**config.mk**
```make
export PLATFORM = sky130hd
export DESIGN_NAME = div_iter_flat
export DESIGN_NICKNAME = d
export VERILOG_FILES = /design/src/rtl/div_iter_if.sv /design/src/rtl/div_iter.sv /design/src/flat_wrapper.sv
export SDC_FILE = /design/constraint.sdc
export NUM_CORES = 1
export LEC_CHECK = 0
export CORE_ASPECT_RATIO = 0.5
export CORE_MARGIN = 2
export CORE_UTILIZATION = 45
export DETAILED_ROUTE_END_ITERATION = 16
export DONT_BUFFER_PORTS = 1
export PLACE_DENSITY = 0.58
export SKIP_LAST_GASP = 1
export SYNTH_ARGS = -nofsm -noshare
export SYNTH_HDL_FRONTEND = slang
export SYNTH_SLANG_ARGS = --single-unit
```
**constraint.sdc**
```tcl
create_clock -name clk -period 3.6 [get_ports clk]
set_input_delay 0.18 -clock clk [delete_from_list [all_inputs] [get_ports clk]]
set_output_delay 0.18 -clock clk [all_outputs]
set_load 0.02 [all_outputs]
```
**src/rtl/div_iter_if.sv**
```systemverilog
// div_iter_if: operand/result handshake bundle for the iterative divider.
//   Parameter W: divisor/quotient/remainder width. The dividend is 2W bits wide.
//   Request side : in_valid, in_ready, x (2W), d (W), sgn (DIV_SIGNED_EN builds only)
//   Response side: out_valid, out_ready, q (W), r (W), dz, ovf
//   Modports: master = operand source / result consumer, slave = divider.
//   Optional macro: DIV_SIGNED_EN adds the sgn signal.
// Handshake rule (both sides): a transfer happens on a rising clock edge
// where valid and ready are both 1. A source must hold its valid and payload
// stable until that edge. Ready may depend on state but never on valid.
interface div_iter_if #(parameter int W = 32);
  logic         in_valid;
  logic         in_ready;
  logic [2*W-1:0] x;
  logic [W-1:0] d;
`ifdef DIV_SIGNED_EN
  logic         sgn;
`endif
  logic         out_valid;
  logic         out_ready;
  logic [W-1:0] q;
  logic [W-1:0] r;
  logic         dz;
  logic         ovf;

`ifdef DIV_SIGNED_EN
  modport master (output in_valid, x, d, sgn, out_ready,
                  input  in_ready, out_valid, q, r, dz, ovf);
  modport slave  (input  in_valid, x, d, sgn, out_ready,
                  output in_ready, out_valid, q, r, dz, ovf);
`else
  modport master (output in_valid, x, d, out_ready,
                  input  in_ready, out_valid, q, r, dz, ovf);
  modport slave  (input  in_valid, x, d, out_ready,
                  output in_ready, out_valid, q, r, dz, ovf);
`endif
endinterface

```
**src/rtl/div_iter.sv**
```systemverilog
// div_iter: iterative restoring divider, 2W-bit dividend / W-bit divisor
// giving a W-bit quotient and W-bit remainder, S quotient bits per clock.
//   Parameters: W (default 32), S (default 1), with 1 <= S <= W and W % S == 0.
//   Ports:
//     clk       rising-edge clock
//     rst_n     asynchronous active-low reset
//     bus       div_iter_if.slave (operands in, results out, valid/ready each side)
//     dbg_state FSM state (0 IDLE, 1 BUSY, 2 DONE)
//   Optional macro: DIV_SIGNED_EN adds two's-complement support selected by bus.sgn.
// Flow: IDLE accepts operands. Divide-by-zero and an oversized quotient go
// straight to DONE. Otherwise BUSY runs for W/S cycles. DONE holds the result
// until out_ready is sampled high.
module div_iter #(
  parameter int W = 32,
  parameter int S = 1
) (
  input  logic       clk,
  input  logic       rst_n,
  div_iter_if.slave  bus,
  output logic [1:0] dbg_state
);

  localparam int N  = W / S;
  localparam int CW = (N > 1) ? $clog2(N) : 1;

  generate
    if (S < 1 || S > W || (W % S) != 0) begin : g_bad_param
      $error("div_iter: S must satisfy 1 <= S <= W and W %% S == 0");
    end
  endgenerate

  typedef enum logic [1:0] {IDLE = 2'd0, BUSY = 2'd1, DONE = 2'd2} state_t;

  state_t          state_q, state_d;
  logic [2*W-1:0]  work_q, work_d;
  logic [W-1:0]    d_q, d_d;
  logic [CW-1:0]   cnt_q, cnt_d;
  logic [W-1:0]    q_q, q_d, r_q, r_d;
  logic            dz_q, dz_d, ovf_q, ovf_d;

  // Operand magnitudes. Unsigned builds pass the operands straight through.
  logic [2*W-1:0]  x_mag;
  logic [W-1:0]    d_mag;
`ifdef DIV_SIGNED_EN
  logic            x_neg, d_neg;
  logic            neg_q_q, neg_q_d, neg_r_q, neg_r_d, sgn_q, sgn_d;
  logic [W-1:0]    x_lo_q, x_lo_d;
  always_comb begin
    x_neg = bus.sgn & bus.x[2*W-1];
    d_neg = bus.sgn & bus.d[W-1];
    x_mag = x_neg ? (~bus.x + 1'b1) : bus.x;
    d_mag = d_neg ? (~bus.d + 1'b1) : bus.d;
  end
`else
  always_comb begin
    x_mag = bus.x;
    d_mag = bus.d;
  end
`endif

  // S chained restoring steps. The remainder half of work is always below d,
  // so one subtract of d shifted up by W bits decides each quotient bit.
  logic [2*W:0]    t;
  logic [2*W-1:0]  work_step;
  always_comb begin
    work_step = work_q;
    t         = '0;
    for (int i = 0; i < S; i++) begin
      t = {work_step, 1'b0} - {1'b0, d_q, {W{1'b0}}};
      if (!t[2*W])
        work_step = t[2*W-1:0] | {{(2*W-1){1'b0}}, 1'b1};
      else
        work_step = {work_step[2*W-2:0], 1'b0};
    end
  end

  // Final result formatting when the last BUSY step retires.
  logic [W-1:0] q_mag, r_mag, q_fin, r_fin;
  logic         fin_ovf;
  always_comb begin
    q_mag = work_step[W-1:0];
    r_mag = work_step[2*W-1:W];
`ifdef DIV_SIGNED_EN
    // A negative quotient may reach -2^(W-1). A positive one tops out at 2^(W-1)-1.
    if (!sgn_q)
      fin_ovf = 1'b0;
    else if (neg_q_q)
      fin_ovf = q_mag > {1'b1, {(W-1){1'b0}}};
    else
      fin_ovf = q_mag[W-1];
    q_fin = fin_ovf ? {W{1'b1}} : (neg_q_q ? (~q_mag + 1'b1) : q_mag);
    r_fin = fin_ovf ? x_lo_q    : (neg_r_q ? (~r_mag + 1'b1) : r_mag);
`else
    fin_ovf = 1'b0;
    q_fin   = q_mag;
    r_fin   = r_mag;
`endif
  end

  // Next-state and datapath update.
  always_comb begin
    state_d = state_q;
    work_d  = work_q;
    d_d     = d_q;
    cnt_d   = cnt_q;
    q_d     = q_q;
    r_d     = r_q;
    dz_d    = dz_q;
    ovf_d   = ovf_q;
`ifdef DIV_SIGNED_EN
    neg_q_d = neg_q_q;
    neg_r_d = neg_r_q;
    sgn_d   = sgn_q;
    x_lo_d  = x_lo_q;
`endif
    case (state_q)
      IDLE: begin
        if (bus.in_valid) begin
          if (bus.d == '0) begin
            state_d = DONE;
            dz_d    = 1'b1;
            ovf_d   = 1'b0;
            q_d     = {W{1'b1}};
            r_d     = bus.x[W-1:0];
          end else if (x_mag[2*W-1:W] >= d_mag) begin
            state_d = DONE;
            dz_d    = 1'b0;
            ovf_d   = 1'b1;
            q_d     = {W{1'b1}};
            r_d     = bus.x[W-1:0];
          end else begin
            state_d = BUSY;
            cnt_d   = '0;
            work_d  = x_mag;
            d_d     = d_mag;
`ifdef DIV_SIGNED_EN
            neg_q_d = x_neg ^ d_neg;
            neg_r_d = x_neg;
            sgn_d   = bus.sgn;
            x_lo_d  = bus.x[W-1:0];
`endif
          end
        end
      end
      BUSY: begin
        work_d = work_step;
        cnt_d  = cnt_q + CW'(1);
        if (cnt_q == CW'(N - 1)) begin
          state_d = DONE;
          cnt_d   = '0;
          q_d     = q_fin;
          r_d     = r_fin;
          dz_d    = 1'b0;
          ovf_d   = fin_ovf;
        end
      end
      DONE: begin
        if (bus.out_ready)
          state_d = IDLE;
      end
      default: state_d = IDLE;
    endcase
  end

  always_ff @(posedge clk or negedge rst_n) begin
    if (!rst_n) begin
      state_q <= IDLE;
      work_q  <= '0;
      d_q     <= '0;
      cnt_q   <= '0;
      q_q     <= '0;
      r_q     <= '0;
      dz_q    <= 1'b0;
      ovf_q   <= 1'b0;
`ifdef DIV_SIGNED_EN
      neg_q_q <= 1'b0;
      neg_r_q <= 1'b0;
      sgn_q   <= 1'b0;
      x_lo_q  <= '0;
`endif
    end else begin
      state_q <= state_d;
      work_q  <= work_d;
      d_q     <= d_d;
      cnt_q   <= cnt_d;
      q_q     <= q_d;
      r_q     <= r_d;
      dz_q    <= dz_d;
      ovf_q   <= ovf_d;
`ifdef DIV_SIGNED_EN
      neg_q_q <= neg_q_d;
      neg_r_q <= neg_r_d;
      sgn_q   <= sgn_d;
      x_lo_q  <= x_lo_d;
`endif
    end
  end

  assign bus.in_ready  = (state_q == IDLE);
  assign bus.out_valid = (state_q == DONE);
  assign bus.q         = q_q;
  assign bus.r         = r_q;
  assign bus.dz        = dz_q;
  assign bus.ovf       = ovf_q;
  assign dbg_state     = state_q;

endmodule
```
**src/flat_wrapper.sv**
```systemverilog
// flat-port wrapper written by rule: the top's interface ports become plain ports
module div_iter_flat 
#(
  parameter int W = 32,
  parameter int S = 1
)
  (clk, rst_n, dbg_state, bus_in_valid, bus_x, bus_d, bus_out_ready, bus_in_ready, bus_out_valid, bus_q, bus_r, bus_dz, bus_ovf);
  div_iter_if #(.W(W)) bus_i ();
  input  logic clk;
  input  logic rst_n;
  output logic [1:0] dbg_state;
  input wire logic [$bits(bus_i.in_valid)-1:0] bus_in_valid;
  input wire logic [$bits(bus_i.x)-1:0] bus_x;
  input wire logic [$bits(bus_i.d)-1:0] bus_d;
  input wire logic [$bits(bus_i.out_ready)-1:0] bus_out_ready;
  output wire logic [$bits(bus_i.in_ready)-1:0] bus_in_ready;
  output wire logic [$bits(bus_i.out_valid)-1:0] bus_out_valid;
  output wire logic [$bits(bus_i.q)-1:0] bus_q;
  output wire logic [$bits(bus_i.r)-1:0] bus_r;
  output wire logic [$bits(bus_i.dz)-1:0] bus_dz;
  output wire logic [$bits(bus_i.ovf)-1:0] bus_ovf;
  assign bus_i.in_valid = bus_in_valid;
  assign bus_i.x = bus_x;
  assign bus_i.d = bus_d;
  assign bus_i.out_ready = bus_out_ready;
  assign bus_in_ready = bus_i.in_ready;
  assign bus_out_valid = bus_i.out_valid;
  assign bus_q = bus_i.q;
  assign bus_r = bus_i.r;
  assign bus_dz = bus_i.dz;
  assign bus_ovf = bus_i.ovf;
  div_iter #(.W(W), .S(S)) u_core (.clk(clk), .rst_n(rst_n), .bus(bus_i), .dbg_state(dbg_state));
endmodule
```
==> flow_metrics.tcl, run 1 <==
set metrics [dict create \
    die-area_sq_um 23900 \
    violations "negative hold slack" \
    crit_required_ns 3.93 \
    status "complete, but fails checks" \
    layout_common_cells "dfrtp_1 (169), nor2_1 (113), nand2_1 (113), dlygate4sd3_1 (91), a21oi_1 (85)" \
    postSynthAreaPerCell_sq_um 9.12 \
    route.detailed.drc 0 \
    boundaryPins 170 \
    rows 38 \
    fin_skew_ns 0.0115 \
    pwr-share-seq_pct 29.8 \
    grt_antenna_before_repair 1 \
    dp_hpwl_mm 23.7 \
    peakVddDrop_v 0.000522 \
    fp.dieH_um 110 \
    worstPathArrival_ns 3.83 \
    hold_class "in2async" \
    relSlewSlack_pct 47.5 \
    syn-num-nets 1284 \
    synth.distinct_cells 68 \
    finalHoldViolations 169 \
    max_cap_viol_count 0 \
    syn_to_final_growth_pct 18.4 \
    cts_inserted_buffers 17 \
    synth_edf_count 0 \
    overflow 0 \
    synthCells 1117 \
    totalWireLength_mm 32.3 \
    final_max_slew_viol_count 0 \
    fin_hold_ws_ns -0.583 \
    clock_power_share_pct 13.5 \
    comb_power_share_pct 56.8 \
    p_sw_uw 6770 \
    cp-start-kind "flop" \
    dr_total_vias 8658 \
    grt_use_total_pct 28.0 \
    clkTransAtPathRegs_ns 0.07 \
    cts_max_path_buffers 2 \
    syn_area_sq_um 10200 \
    grt_pass1_vias 8693 \
    ys_seq_area_share_pct 41.5 \
    core_sq_um 22000 \
    viasPerCell 5.76 \
    drt_iter0_drc 684 \
    htree_num_levels 4 \
    hold_buffers 91 \
    slowest_delay_ns 0.42 \
    grt_pass1_wl_mm 51.2 \
    grt_max_degree 170 \
    start_util_pct 46.4 \
    critPathMaxFanout 3 \
    crit_buf_inv 2 \
    p_sw_share_pct 49.2 \
    drtAntennaViolNets 0 \
    path_cells "inv_1 > ha_1 > inv_1 > fa_1 > a21o_1 > a21o_1 > a311oi_2 > o21a_1 > a31oi_1 > o2111a_1 > or4_1 > a31oi_1 > o31ai_1" \
    rsz0062_at_grt "true" \
    portBuffers 0 \
    critPathTopFamily "compound AO/OA/AOI/OAI gates" \
    critPathSlowestCell "or4_1" \
    fin_crit_ns 3.50 \
    cts_tree "done" \
    cts-root-buf "clkbuf_16" \
    postCtsSetupBuffers 0 \
    final_common_cell "dfrtp_1" \
    ys_seq_elements 169 \
    max_freq_ghz 0.286 \
    setup_violations 0 \
    ys.warnings.count 0 \
    final_nets 1357 \
    layout_setup_ws_ns 0.104 \
    powerDensity_nw_per_um2 1140 \
    drive_above_1_share_pct 6.74 \
    endpoint_kind "flop" \
    path_class "reg2reg" \
    wl_per_cell_um 21.5 \
    worst_pin_slew_ns 0.780 \
    fin_crit_sh_pct 97.1 \
    die_x_um 217 \
    synth-async-reset-ratio_pct 100 \
    firstDrtPassIters 7 \
    clock-sinks 169 \
    clk_latency_ns 0.46 \
    p_int_uw 6990 \
    gp_congestion 0.911 \
    power.leakage_uw 0.00578 \
    synthFlopType "dfrtp_1" \
    dpl_worst_slack_ns 0.107 \
]
==> cell usage after synthesis (10+ instances only) <==
master,count,area (sq um)
nand2_1,113,424
o31ai_1,10,75.1
inv_1,73,274
nand4_1,17,106
o21ai_0,54,270
a21oi_1,85,425
mux2i_1,68,681
a211oi_1,15,113
a21boi_1,17,128
o21ai_1,38,190
nor4_1,11,68.8
buf_2,24,120
xnor2_1,17,149
a21o_1,38,285
ha_1,66,826
dfrtp_1,169,4230
clkbuf_1,31,116
a22o_1,15,131
nor2_1,114,428
xor2_1,10,87.6
==> cell type report <==
class / count / area [sq um]
Fill cell: 2079 / 9900
Multi-Input combinational cell: 810 / 5430
Sequential cell: 169 / 4230
Timing Repair Buffer: 119 / 1170
Clock buffer: 20 / 467
Tap cell: 300 / 375
Inverter: 73 / 274
Clock inverter: 11 / 115
Antenna cell: 1 / 2.50
==> kinds of logic (layout without fill, tap and decap cells) <==
kind of cell | after synthesis | after routing | synth area share [%]
XOR/XNOR | 27 | 27 | 2.32
buffers and inverters | 138 | 223 | 5.71
flip-flops | 169 | 169 | 41.5
adder cells (fa/ha/maj) | 67 | 67 | 8.30
AND/OR/NAND/NOR | 303 | 303 | 13.2
AO/OA/AOI/OAI | 338 | 338 | 21.5
other | 0 | 1 | 0
multiplexers | 75 | 75 | 7.45
==> metal layers <==
layer / global-route usage (%) / wire, um
met1: 42.8 / 16300
met2: 37.3 / 12700
met4: 6.12 / 363
met3: 9.59 / 3010
met5: 0 / 0
==> final timing paths <==
path,startpoint,to,slack [ns],depth (start not counted)
setup / recovery,u_core.work_q[31],u_core.bus.r[30],0.10,13
hold / removal,rst_n,u_core.work_q[25],-0.58,0
setup reg to reg,u_core.work_q[31],u_core.bus.r[30],0.10,13
hold reg to reg,u_core.cnt_q[3],u_core.cnt_q[3],0.48,1
max in group asynchronous,rst_n,u_core.d_q[13],3.92,0
min in group clk,bus_x[1],u_core.bus.r[1],0.02,3
==> registers in the layout (all words and copies together), names as in the netlist <==
signal	cells
u_core.work_q	64
u_core.bus.q	32
u_core.bus.r	32
u_core.d_q	32
u_core.cnt_q	5
u_core.dbg_state	2
u_core.bus.dz	1
u_core.bus.ovf	1
==> power by group through the flow <==
stage / sequential, uW / combinational, uW / clock (uW)
6_report: 4100 / 7810 / 1850
5_1_grt: 4210 / 8620 / 1950
4_1_cts: 4080 / 7610 / 1880
3_5_place_dp: 4100 / 7490 / 0
3_3_place_gp: 4100 / 7400 / 0
2_1_floorplan: 3760 / 5520 / 0
==> metrics by stage <==
step | power [uW] | cell area [sq um] | instances | utilization (%) | setup TNS, ns
after floorplan | 9280 | 10200 | 1117 | - | 0
after global placement | 11500 | 10500 | 1380 | 48.0 | 0
after detailed placement | 11600 | 10500 | 1380 | 48.0 | 0
after CTS | 13600 | 12000 | 1502 | 54.8 | 0
after global routing | 14800 | 12100 | 1503 | 54.9 | -0.133
final | 13800 | 12100 | 1503 | 54.9 | 0
==> timing repair <==
action	in CTS	in global routing
hold endpoints to repair	277	169
endpoints found under the setup margin	0	22
resized for setup	0	5
No activity file was read; power rests on OpenSTA's default activity.
==> run 2: changes to the inputs <==
- ABC_AREA: unset -> 1
- CORE_UTILIZATION: 45 -> 47
- PLACE_DENSITY: 0.58 -> 0.6
==> flow_metrics.tcl, run 2 <==
set metrics [dict create \
    crit_required_ns 3.93 \
    layout_setup_ws_ns 0.712 \
    final_common_cell "nand2_1" \
    max_freq_ghz 0.346 \
    clk_latency_ns 0.45 \
    clkTransAtPathRegs_ns 0.08 \
    cts_inserted_buffers 17 \
    grt_pass1_wl_mm 61.1 \
    cp-start-kind "flop" \
    dp_hpwl_mm 28.4 \
    regMostFlops "u_core.work_q" \
    gp_congestion 0.952 \
    hold_class "in2async" \
    boundaryPins 170 \
    dr_wl_met3_mm 2.58 \
    dpl_worst_slack_ns 0.764 \
    regArea_sq_um 4230 \
    yosysTopAreaCell "dfrtp_1" \
    synth_edf_count 0 \
    yosys-top-cells-area "dfrtp_1 (36%), nand2_1 (23%), nand3_1 (9.1%), ha_1 (6.9%), inv_1 (6.3%)" \
    layout_common_cells "nand2_1 (732), nand3_1 (217), inv_1 (201), dfrtp_1 (169), dlygate4sd3_1 (110)" \
    htree_num_levels 4 \
    finalHoldViolations 170 \
    slowest_delay_ns 0.71 \
    postCtsSetupBuffers 0 \
    cts_resized 0 \
    status "complete, but fails checks" \
    core_sq_um 25000 \
    cts_tree "done" \
    critPathMaxFanout 80 \
    die-area_sq_um 26700 \
    endpoint_kind "flop" \
    violations "negative hold slack" \
    drt_iter0_drc 1110 \
    worst_pin_slew_ns 0.973 \
    top_layer "met4" \
    path_cells "inv_1 > nand2_8 > clkinv_2 > buf_12 > nand3_1 > nand3_1 > nand2_1 > nand2_1" \
    synthCells 1760 \
    firstDrtPassIters 7 \
    peakVddDrop_v 0.000796 \
    n_antenna_cell 0 \
    postSynthAreaPerCell_sq_um 6.77 \
    drtAntennaViolNets 0 \
    critPathTopFamily "buffers and inverters" \
    wl_met2_mm 17.2 \
    wl_per_cell_um 17.9 \
    grt_use_total_pct 29.6 \
    syn_area_sq_um 11900 \
    hold_buffers 110 \
    worstPathArrival_ns 3.22 \
    tns_ns 0 \
    ys_seq_area_share_pct 35.5 \
    final_nets 1992 \
    portBuffers 0 \
    final_max_slew_viol_count 0 \
    grt_pass1_vias 10961 \
    cts_max_path_buffers 2 \
    synth-async-reset-ratio_pct 100 \
    critPathSlowestCell "clkinv_2" \
    relSlewSlack_pct 35.2 \
    ys_seq_elements 169 \
    largest_register_ffs 64 \
    max_cap_viol_count 0 \
    fp.dieH_um 117 \
    crit_buf_inv 3 \
    syn-num-nets 1927 \
    dr_total_vias 11515 \
    fill_cells 2540 \
    setup_violations 0 \
    postLayoutCoreUtil_pct 54.8 \
    grt_antenna_before_repair 0 \
    yosysMostFrequentCell "nand2_1" \
    die_x_um 229 \
    overflow 0 \
    yosys.area.top_type_share_pct 35.5 \
    fin_crit_sh_pct 80.2 \
    totalWireLength_mm 39.1 \
    fin_crit_ns 2.89 \
    synth.distinct_cells 37 \
    start_util_pct 47.6 \
    powerDensity_nw_per_um2 1060 \
    fin_hold_ws_ns -0.584 \
    wl_met1_mm 18.7 \
    synthFlopType "dfrtp_1" \
    synthTopCellsByCount "nand2_1 (733), nand3_1 (217), inv_1 (201)" \
    ys.warnings.count 0 \
    viasPerCell 5.28 \
    power.leakage_uw 0.00755 \
    rows 41 \
    path_class "reg2reg" \
    grt_max_degree 170 \
    route.detailed.drc 0 \
    multi_input_area_sq_um 6490 \
    syn_to_final_growth_pct 15.2 \
    rsz0062_at_grt "false" \
    cts-root-buf "clkbuf_16" \
    drive_above_1_share_pct 7.02 \
    clock-sinks 169 \
    fin_skew_ns 0.0160 \
]
run 2: cell types whose count changed after synthesis, moves of 43 or more:
cell / delta
nand2_1: +620
nand3_2: +43
inv_1: +128
nand3_1: +210
a21oi_1: -54
mux2i_1: -68
run 2: through the flow:
step                      instances  area [sq um]  total power [uW]
after floorplan                1760         11900             10600
after global placement         2040         12000             12400
after detailed placement       2040         12000             12500
after CTS                      2182         13700             14500
after global routing           2182         13700             15900
final                          2182         13700             14500
run 2: final timing paths:
kind,slack [ns],end,depth (start not counted),startpoint
hold reg to reg,0.47,u_core.d_q[18],2,u_core.d_q[18]
setup reg to reg,0.71,u_core.bus.r[6],8,u_core.dbg_state[1]
min in group clk,0,u_core.work_q[23],4,bus_x[23]
hold / removal,-0.58,u_core.d_q[3],0,rst_n
setup / recovery,0.71,u_core.bus.r[6],8,u_core.dbg_state[1]
max in group asynchronous,3.79,u_core.work_q[61],0,rst_n
run 2: area by class of cell:
cell class	count	area share, %
sequential	169	30.8
clock buffer	20	3.40
multi-input combinational	1305	47.3
clock inverter	12	0.757
timing repair buffer	118	8.65
tap	344	3.14
inverter	214	5.88
run 2: kinds of logic (layout without fill, tap and decap cells):
family	count (synthesis)	count (layout)	share of synthesized area [%]
AOI/OAI and AO/OA	82	82	3.73
xor gates and xnor gates	15	15	1.10
adders and majority gates	67	67	7.10
buffers and inverters	286	364	10.2
DFF	169	169	35.5
and+or+nand+nor	1141	1141	42.4
run 2: worst reg2reg max path, cell delays in order, from the launching register on:
cell and delay [ns]:
dfrtp_1 0.48, inv_1 0.23, nand2_8 0.41, clkinv_2 0.75, buf_12 0.46, nand3_1 0.18
nand3_1 0.10, nand2_1 0.10, nand2_1 0.06
run 2: where the power goes:
group          switching [uW]  internal (uW)
clock network             882            961
registers                1250           2820
logic                    5920           2700
total                    8050           6490
run 2: layer usage:
layer | global-route usage, % | vias up
li1 | - | 5633
met1 | 42.0 | 5478
met2 | 46.5 | 360
met3 | 6.47 | 44
met4 | 6.88 | 0
met5 | 0 | -
